--- config.mk ---
export PLATFORM = sky130hd
export DESIGN_NAME = rails_gen
export DESIGN_NICKNAME = d
export VERILOG_FILES = /design/src/rtl/rails_gen.sv
export SDC_FILE = /design/constraint.sdc
export NUM_CORES = 1
export LEC_CHECK = 0
export ABC_AREA = 1
export ABC_CLOCK_PERIOD_IN_PS = 2450
export CAP_MARGIN = 20
export CORE_MARGIN = 1.5
export CORE_UTILIZATION = 32
export CTS_CLUSTER_DIAMETER = 80
export DETAILED_ROUTE_END_ITERATION = 10
export PLACE_DENSITY = 0.56
export SKIP_LAST_GASP = 1
export SLEW_MARGIN = 10
export SYNTH_ARGS = -nofsm -noshare
export SYNTH_HDL_FRONTEND = slang
export SYNTH_SLANG_ARGS = --single-unit
--- constraint.sdc ---
create_clock -name clk -period 2.45 [get_ports clk]
set_input_delay 0.735 -clock clk [delete_from_list [all_inputs] [get_ports clk]]
set_output_delay 0.735 -clock clk [all_outputs]
set_load 0.01 [all_outputs]
--- src/rtl/rails_gen.sv ---
// Departure-order generator for the rails checker: simulates the station stack from an
// op string, then streams one number beat and N data beats. Option: RAILS_GEN_CORRUPT_EN.
module rails_gen #(
    parameter int MAX_N = 10
) (
    input  logic        clk,
    input  logic        reset,
    input  logic        start,
    input  logic [3:0]  n_in,
    input  logic [19:0] ops,
    input  logic        corrupt,
    output logic        busy,
    output logic        num_valid,
    output logic [3:0]  number,
    output logic        data_valid,
    output logic [3:0]  data,
    output logic        done,
    output logic        expected
);

    typedef enum logic [2:0] {S_IDLE, S_BUILD, S_NUM, S_SEND, S_DONE} state_t;

    state_t      state_q, state_d;
    logic [3:0]  n_q, n_d, nxt_q, nxt_d, sp_q, sp_d, wr_q, wr_d, rd_q, rd_d;
    logic [4:0]  k_q, k_d;
    logic [19:0] ops_q, ops_d;
    logic        cor_q, cor_d;
    logic        busy_q, busy_d, num_valid_q, num_valid_d, data_valid_q, data_valid_d;
    logic        done_q, done_d, expected_q, expected_d;
    logic [3:0]  number_q, number_d, data_q, data_d;

    logic [3:0]  stack_q [MAX_N];
    logic [3:0]  order_q [MAX_N];
    logic        stk_we, ord_we, push;
    logic [3:0]  ord_wa, ord_wd, stk_top, n_cl;
    logic [4:0]  k_last;
    logic        cor_take;

    assign n_cl    = (n_in > 4'(MAX_N)) ? 4'(MAX_N) : n_in;
    assign stk_top = stack_q[sp_q - 4'd1];
    assign k_last  = {n_q, 1'b0} - 5'd1;
    // Pops on an empty stack become pushes, pushes past N become pops.
    assign push    = (sp_q == 4'd0) || (ops_q[k_q] && (nxt_q <= n_q));

`ifdef RAILS_GEN_CORRUPT_EN
    assign cor_take = corrupt && (n_cl >= 4'd3);
`else
    logic unused_corrupt;
    assign unused_corrupt = corrupt;
    assign cor_take = 1'b0;
`endif

    always_comb begin
        state_d = state_q;
        n_d     = n_q;
        nxt_d   = nxt_q;
        sp_d    = sp_q;
        wr_d    = wr_q;
        rd_d    = rd_q;
        k_d     = k_q;
        ops_d   = ops_q;
        cor_d   = cor_q;
        stk_we  = 1'b0;
        ord_we  = 1'b0;
        ord_wa  = wr_q;
        ord_wd  = stk_top;
        case (state_q)
            S_IDLE: if (start) begin
                n_d     = n_cl;
                ops_d   = ops;
                cor_d   = cor_take;
                k_d     = 5'd0;
                nxt_d   = 4'd1;
                sp_d    = 4'd0;
                wr_d    = 4'd0;
                state_d = (n_cl == 4'd0) ? S_NUM : S_BUILD;
            end
            S_BUILD: begin
                k_d = k_q + 5'd1;
                if (cor_q) begin
                    // Order N,1,2,..,N-1 written over the first N cycles; length stays 2N.
                    if (k_q < {1'b0, n_q}) begin
                        ord_we = 1'b1;
                        ord_wa = k_q[3:0];
                        ord_wd = (k_q == 5'd0) ? n_q : k_q[3:0];
                    end
                end else if (push) begin
                    stk_we = 1'b1;
                    sp_d   = sp_q + 4'd1;
                    nxt_d  = nxt_q + 4'd1;
                end else begin
                    ord_we = 1'b1;
                    sp_d   = sp_q - 4'd1;
                    wr_d   = wr_q + 4'd1;
                end
                if (k_q == k_last) state_d = S_NUM;
            end
            S_NUM: begin
                rd_d    = 4'd0;
                state_d = (n_q == 4'd0) ? S_DONE : S_SEND;
            end
            S_SEND: begin
                rd_d = rd_q + 4'd1;
                if (rd_q == n_q - 4'd1) state_d = S_DONE;
            end
            S_DONE:  state_d = S_IDLE;
            default: state_d = S_IDLE;
        endcase

        // Outputs are registered off the next state so each strobe lines up with its state.
        busy_d       = (state_d != S_IDLE);
        num_valid_d  = (state_d == S_NUM);
        number_d     = (state_d == S_NUM) ? n_d : number_q;
        data_valid_d = (state_d == S_SEND);
        data_d       = (state_d == S_SEND) ? order_q[rd_d] : data_q;
        done_d       = (state_d == S_DONE);
        expected_d   = (state_d == S_DONE) ? ~cor_q : expected_q;
    end

    always_ff @(posedge clk or posedge reset) begin
        if (reset) begin
            state_q      <= S_IDLE;
            n_q          <= 4'd0;
            nxt_q        <= 4'd0;
            sp_q         <= 4'd0;
            wr_q         <= 4'd0;
            rd_q         <= 4'd0;
            k_q          <= 5'd0;
            ops_q        <= 20'd0;
            cor_q        <= 1'b0;
            busy_q       <= 1'b0;
            num_valid_q  <= 1'b0;
            number_q     <= 4'd0;
            data_valid_q <= 1'b0;
            data_q       <= 4'd0;
            done_q       <= 1'b0;
            expected_q   <= 1'b0;
        end else begin
            state_q      <= state_d;
            n_q          <= n_d;
            nxt_q        <= nxt_d;
            sp_q         <= sp_d;
            wr_q         <= wr_d;
            rd_q         <= rd_d;
            k_q          <= k_d;
            ops_q        <= ops_d;
            cor_q        <= cor_d;
            busy_q       <= busy_d;
            num_valid_q  <= num_valid_d;
            number_q     <= number_d;
            data_valid_q <= data_valid_d;
            data_q       <= data_d;
            done_q       <= done_d;
            expected_q   <= expected_d;
        end
    end

    always_ff @(posedge clk) begin
        if (stk_we) stack_q[sp_q] <= nxt_q;
        if (ord_we) order_q[ord_wa] <= ord_wd;
    end

    assign busy       = busy_q;
    assign num_valid  = num_valid_q;
    assign number     = number_q;
    assign data_valid = data_valid_q;
    assign data       = data_q;
    assign done       = done_q;
    assign expected   = expected_q;

endmodule
## Yosys cells after proc, flatten, opt, wreduce, memory -nomap -nowiden

Memories as Yosys holds them, arrays and structs flattened. A register that Yosys moved wholly into a read port is not among the register bits.
Cells that the tools add are included.

| operators by class | value |
|---|---|
| $add $sub $neg | 8 |
| $mul | 0 |
| divide/modulo/power cells | 0 |
| magnitude comparators | 3 |
| equal/unequal tests | 11 |
| shift operators | 0 |
| muxes and demuxes | 30 |
| bitwise operators | 0 |
| reduce and logical (&&, ||, !) cells | 12 |

Operator list:

| operator | number |
|---|---|
| 4-bit two-way mux | 8 |
| 4-bit one-hot mux with 2 select lines | 4 |
| 4-bit by 1-bit adder with 4-bit output (second input constant) | 4 |
| 3-bit by 2-bit == test with 1-bit output (second input constant) | 4 |
| 4-bit logical NOT | 3 |
| 3-bit two-way mux | 4 |
| 3-bit one-hot mux with 4 select lines | 1 |
| 5-bit one-hot mux with 2 select lines | 1 |
| 1-bit two-way mux | 9 |
| 4-bit by 1-bit subtractor with 4-bit output (second input constant) | 2 |
| 5-bit by 6-bit less-than comparator with 1-bit output (second input constant) | 1 |
| 2-bit inequality test (second input constant) | 3 |
| 3-bit AND reduction | 2 |
| 5-bit by 1-bit adder with 5-bit output (second input constant) | 1 |
| 1-bit binary-select mux with 5-bit select | 1 |
| 5-bit == test | 1 |
| 5-bit two-way mux | 1 |
| 5-bit by 1-bit subtractor with 5-bit output (second input constant) | 1 |
| 4-bit == test | 1 |
| 4-bit > comparator (second input constant) | 1 |
| 4-bit less-or-equal comparator | 1 |
| 2-bit AND reduction | 2 |
| 3-bit by 1-bit == test with 1-bit output (second input constant) | 1 |
| 3-bit == test (second input constant) | 1 |
| other kinds (6) | 6 |

| word-level totals | value |
|---|---|
| flip-flop bits (word level) | 57 |
| latch bits | 0 |
| memory bits (writable) | 80 |
| memory bits (read-only) | 0 |
| output and inout bits | 13 |
| logic and storage cells | 80 |
| memories kept | 2 |

Memories:

| name | depth | bits a word | rd ports | clocked after memory_dff | wr ports | RTL line | RTL |
|---|---|---|---|---|---|---|---|
| order_q | 10 | 4 | 1 | 1 | 1 | 33 | `logic [3:0] order_q [MAX_N];` |
| stack_q | 10 | 4 | 1 | 0 | 1 | 32 | `logic [3:0] stack_q [MAX_N];` |

## Logic depth before layout (Yosys ltp)

| depth | value |
|---|---|
| depth in word-level cells | 8 |
| depth in mapped cells | 14 |

## Least setup slack after synthesis

Ideal clock, no wire load.

| path | value |
|---|---|
| path kind | reg2reg |
| start point | register sp_q[0] |
| end point | memory order_q[0][2], data pin |
| arrival | 2,153 ps |
| required time | 2,188 ps |
| path slack | 36 ps |
| stages on the path, launching flop included | 12 |
| buffers on the path | 2 |
| period minus slack after synthesis | 2,414 ps |
| path through | dfrtp_1 > inv_1 > clkbuf_1 > ha_1 > clkbuf_1 > inv_1 > o21ai_0 > o22ai_1 > nand2_1 > nand2_1 > a21oi_1 > a31oi_1 |

| between the ends | value |
|---|---|
| cells in the longest elaborated chain, start to end | 2 |

Ends and longest elaborated chain:

| item | RTL line | RTL |
|---|---|---|
| start: declaration | 24 | `logic [3:0] n_q, n_d, nxt_q, nxt_d, sp_q, sp_d, wr_q, wr_d, rd_q, rd_d;` |
| start signal: assignment | 142 | `sp_q <= sp_d;` |
| 4-bit by 1-bit subtractor with 4-bit output | 40 | `assign stk_top = stack_q[sp_q - 4'd1];` |
| memory 10 x 4 bit | n/a |  |
| via ord_wd[2] | 35 | `logic [3:0] ord_wa, ord_wd, stk_top, n_cl;` |
| end: declaration | 33 |  |

The timed path passes the listed nets, and every way through them passes these cells.

## Final worst setup path

| path | value |
|---|---|
| start point | register n_q[0] |
| end point | register state_q[0] |

| between the ends | value |
|---|---|
| cells in the longest elaborated chain, start to end | 4 |
| elaborated cells on any way between the ends | 9 |
| classes of those cells | 2 x add/sub; 2 x eq/ne; 4 x mux; 1 x reduce/logical |

Ends and longest elaborated chain:

| item | RTL line | RTL |
|---|---|---|
| start: declaration | 24 |  |
| start signal: assignment | 140 | `n_q <= n_d;` |
| 5-bit by 1-bit subtractor with 5-bit output / 4-bit by 1-bit subtractor with 4-bit output (equally long branches) | 41, 104 |  |
| 5-bit == test / 4-bit == test (equally long branches) | 96, 104 |  |
| 3-bit two-way mux, on equally long branches | 96, 104 |  |
| 3-bit one-hot mux with 4 select lines * | 67 | `case (state_q)` |
| via state_d[0] | 23 | `state_t state_q, state_d;` |
| end signal: assignment | 139 | `state_q <= state_d;` |
| end: declaration | 23 |  |

The timed path passes the listed nets; every way through them passes the cells marked *.
A chain may end at the register's enable or synchronous reset.

==> results.json <==
{
  "postCtsSetupBuffers": 0,
  "ys_warn_count": 0,
  "busiest_layer": "met2",
  "clock_path_buffers": 2,
  "synth-edff-count": 80,
  "tritoncts": "yes",
  "cp-start-kind": "flop",
  "synth_area_per_cell_um2": 9.75,
  "post_dp_cell_area_um2": 7450,
  "fin_area_um2": 8050,
  "area.growth.synth_to_final_pct": 21.1,
  "die_h_um": 147,
  "period_needed_ns": 2.23,
  "synthArstFlopShare_pct": 43.3,
  "boundaryPins": 41,
  "antenna_found_initial": 0,
  "htree_levels": 4,
  "yosysSeqAreaShare_pct": 59.1,
  "postSynthCellCount": 682,
  "met2_usage_pct": 22.8,
  "core_area_um2": 20300,
  "fin_worst_skew_ns": 0.0108,
  "cts_made_buffers": 17,
  "final_nets": 790,
  "cp.required_ns": 2.72,
  "holdWs_ns": 0.476,
  "drive_gt1_share_pct": 13.2,
  "synthTopCellsByArea": "edfxtp_1 36%, dfrtp_1 23%, nand2_1 11%",
  "start_util_pct": 32.7,
  "synth_area_um2": 6650,
  "clk_latency_ns": 0.42,
  "first_iter_violations": 315,
  "cp_data_arrival_time_ns": 2.50,
  "die-area_um2": 21600,
  "grt_pass1_wl_mm": 23.7,
  "path_cells": "inv_1 > ha_1 > xor2_1 > o21ai_0 > nor2_1 > nand3_1 > nand2_1 > nand2_2 > inv_1 > o221ai_1",
  "synth_flop_cell": "edfxtp_1",
  "synth_seq_cells": 141,
  "drt-total-wl_mm": 14.0,
  "met1_usage_pct": 18.4,
  "cts-root-buf": "clkbuf_16",
  "critPathKind": "flop to flop",
  "post_cts_resized": 0,
  "worst_pin_slew_ns": 0.595,
  "cts_hold_repair.buffers": 0,
  "grt_pass1_vias": 4714,
  "cp-end-kind": "flop",
  "crit_fanout": 7,
  "viasPerCell": 4.51,
  "static-leakage-power_nw": 3.37,
  "slew-limit-headroom_pct": 60.3,
  "status": "completed",
  "fp.dieW_um": 147,
  "synth_area_leader_cell": "edfxtp_1",
  "instances_no_fill": 1027,
  "globalplace.congestion": 0.781,
  "slew_viol_final": 0,
  "vias": 4630,
  "critPathSlowestCell": "dfrtp_1",
  "max_freq_mhz": 449,
  "grt_setup_unrepaired": "true",
  "fin_crit_sh_pct": 90.9,
  "drv_cap": 0,
  "fill_cells": 2022,
  "io_buffer_count": 39,
  "place_inst": 995,
  "wire_per_inst_um": 13.6,
  "dp_hpwl_mm": 9.85,
  "cts_sinks": 141,
  "slowest_delay_ns": 0.44,
  "setup_viol": 0,
  "ys_types": 38,
  "tns_ns": 0,
  "synth_top_cell_area_share_pct": 36.1,
  "irDropWorstVdd_v": 0.000574,
  "syn_nets": 728,
  "drt_pass1_iterations": 4,
  "cts.clk_slew.worst_paths_ns": 0.06,
  "grt_overflow": 0,
  "p_total_mw": 11.4,
  "hold_viol_final": 0,
  "drc": 0,
  "gr-usage-met3_pct": 3.35,
  "grt_max_degree": 51,
  "diodes": 0,
  "num_rows": 52,
  "hold_class": "flop to flop",
  "power.density_nw_per_um2": 1420,
  "antenna_left": 0,
  "cpMostUsedCell": "inv_1",
  "track_usage_pct": 14.0
}
[final timing paths]
check | startpoint | end | slack, ns | cells after the start
setup / recovery | n_q[0] | state_q[0] | 0.22 | 10
hold / removal | data[2] | data[2] | 0.48 | 2
setup reg to reg | n_q[0] | state_q[0] | 0.22 | 10
hold reg to reg | data[2] | data[2] | 0.48 | 2
max in group asynchronous | reset | nxt_q[0] | 1.33 | 3
min in group asynchronous | reset | expected | 0.57 | 2
[per-stage QoR]
stage	setup WS (ns)	utilization, %
2_1_floorplan	0.0356	-
3_3_place_gp	0.227	36.7
3_5_place_dp	0.179	36.7
4_1_cts	0.171	39.5
5_1_grt	-0.00783	39.6
6_report	0.222	39.6
[worst max-delay path, delay by kind of cell (launching register included)]
family / cells / cell delay (ns)
flip-flops: 1 / 0.44
AND/OR/NAND/NOR: 4 / 0.44
adder cells (fa/ha/maj): 1 / 0.39
buffers and inverters: 2 / 0.38
AO/OA/AOI/OAI: 2 / 0.27
XOR/XNOR: 1 / 0.16
[kinds of logic after synthesis]
group                      synth area share [%]
and+or+nand+nor                            23.7
DFF                                        59.1
buffers and inverters                      5.78
AOI/OAI and AO/OA                          6.16
adders and majority gates                  3.39
xor gates and xnor gates                   1.83
[cell usage after synthesis, drive strengths merged (7+ instances only)]
cell / number
nand2: 195
edfxtp: 80
nand3: 76
inv: 68
dfrtp: 61
nor2: 52
o21ai: 46
ha: 18
nor3: 16
buf: 13
clkbuf: 9
o22ai: 8
xor2: 8
a21oi: 7
[registers in the layout, summed over array words and instances (netlist names)]
signal / cells
order_q: 40
stack_q: 40
ops_q: 20
k_q: 5
data: 4
n_q: 4
number: 4
nxt_q: 4
rd_q: 4
sp_q: 4
wr_q: 4
state_q: 3
busy: 1
data_valid: 1
done: 1
expected: 1
num_valid: 1
[cell usage in the layout (no fill, tap or decap), types with 9 or more instances in the layout]
cell / netlist / routed
nand2_1: 188 / 188
edfxtp_1: 80 / 80
nand3_1: 71 / 71
dfrtp_1: 61 / 61
inv_1: 61 / 60
nor2_1: 50 / 44
o21ai_0: 42 / 42
clkdlybuf4s50_1: 0 / 39
buf_4: 0 / 25
ha_1: 18 / 18
clkbuf_16: 0 / 17
nor3_2: 10 / 9
[final cells by class]
class | instances | area, um^2 | share of cell area [%]
Clock inverter | 14 | 144 | 1.79
Clock buffer | 18 | 429 | 5.33
Multi-Input combinational cell | 451 | 2350 | 29.3
Sequential cell | 141 | 3930 | 48.8
Inverter | 68 | 255 | 3.17
Tap cell | 270 | 338 | 4.20
Timing Repair Buffer | 65 | 598 | 7.43
[metal layers]
metal,share of wire [%],up-vias
met5,0,-
met4,0.82,0
met1,48,2167
met2,49,61
li1,-,2398
met3,2.8,4
[power by group]
part,internal [mW],switching (mW),total (mW)
Combinational,1.72,3.33,5.06
Clock,1.50,0.982,2.48
Sequential,3.55,0.318,3.87
Power figures use the tool's default switching activity.
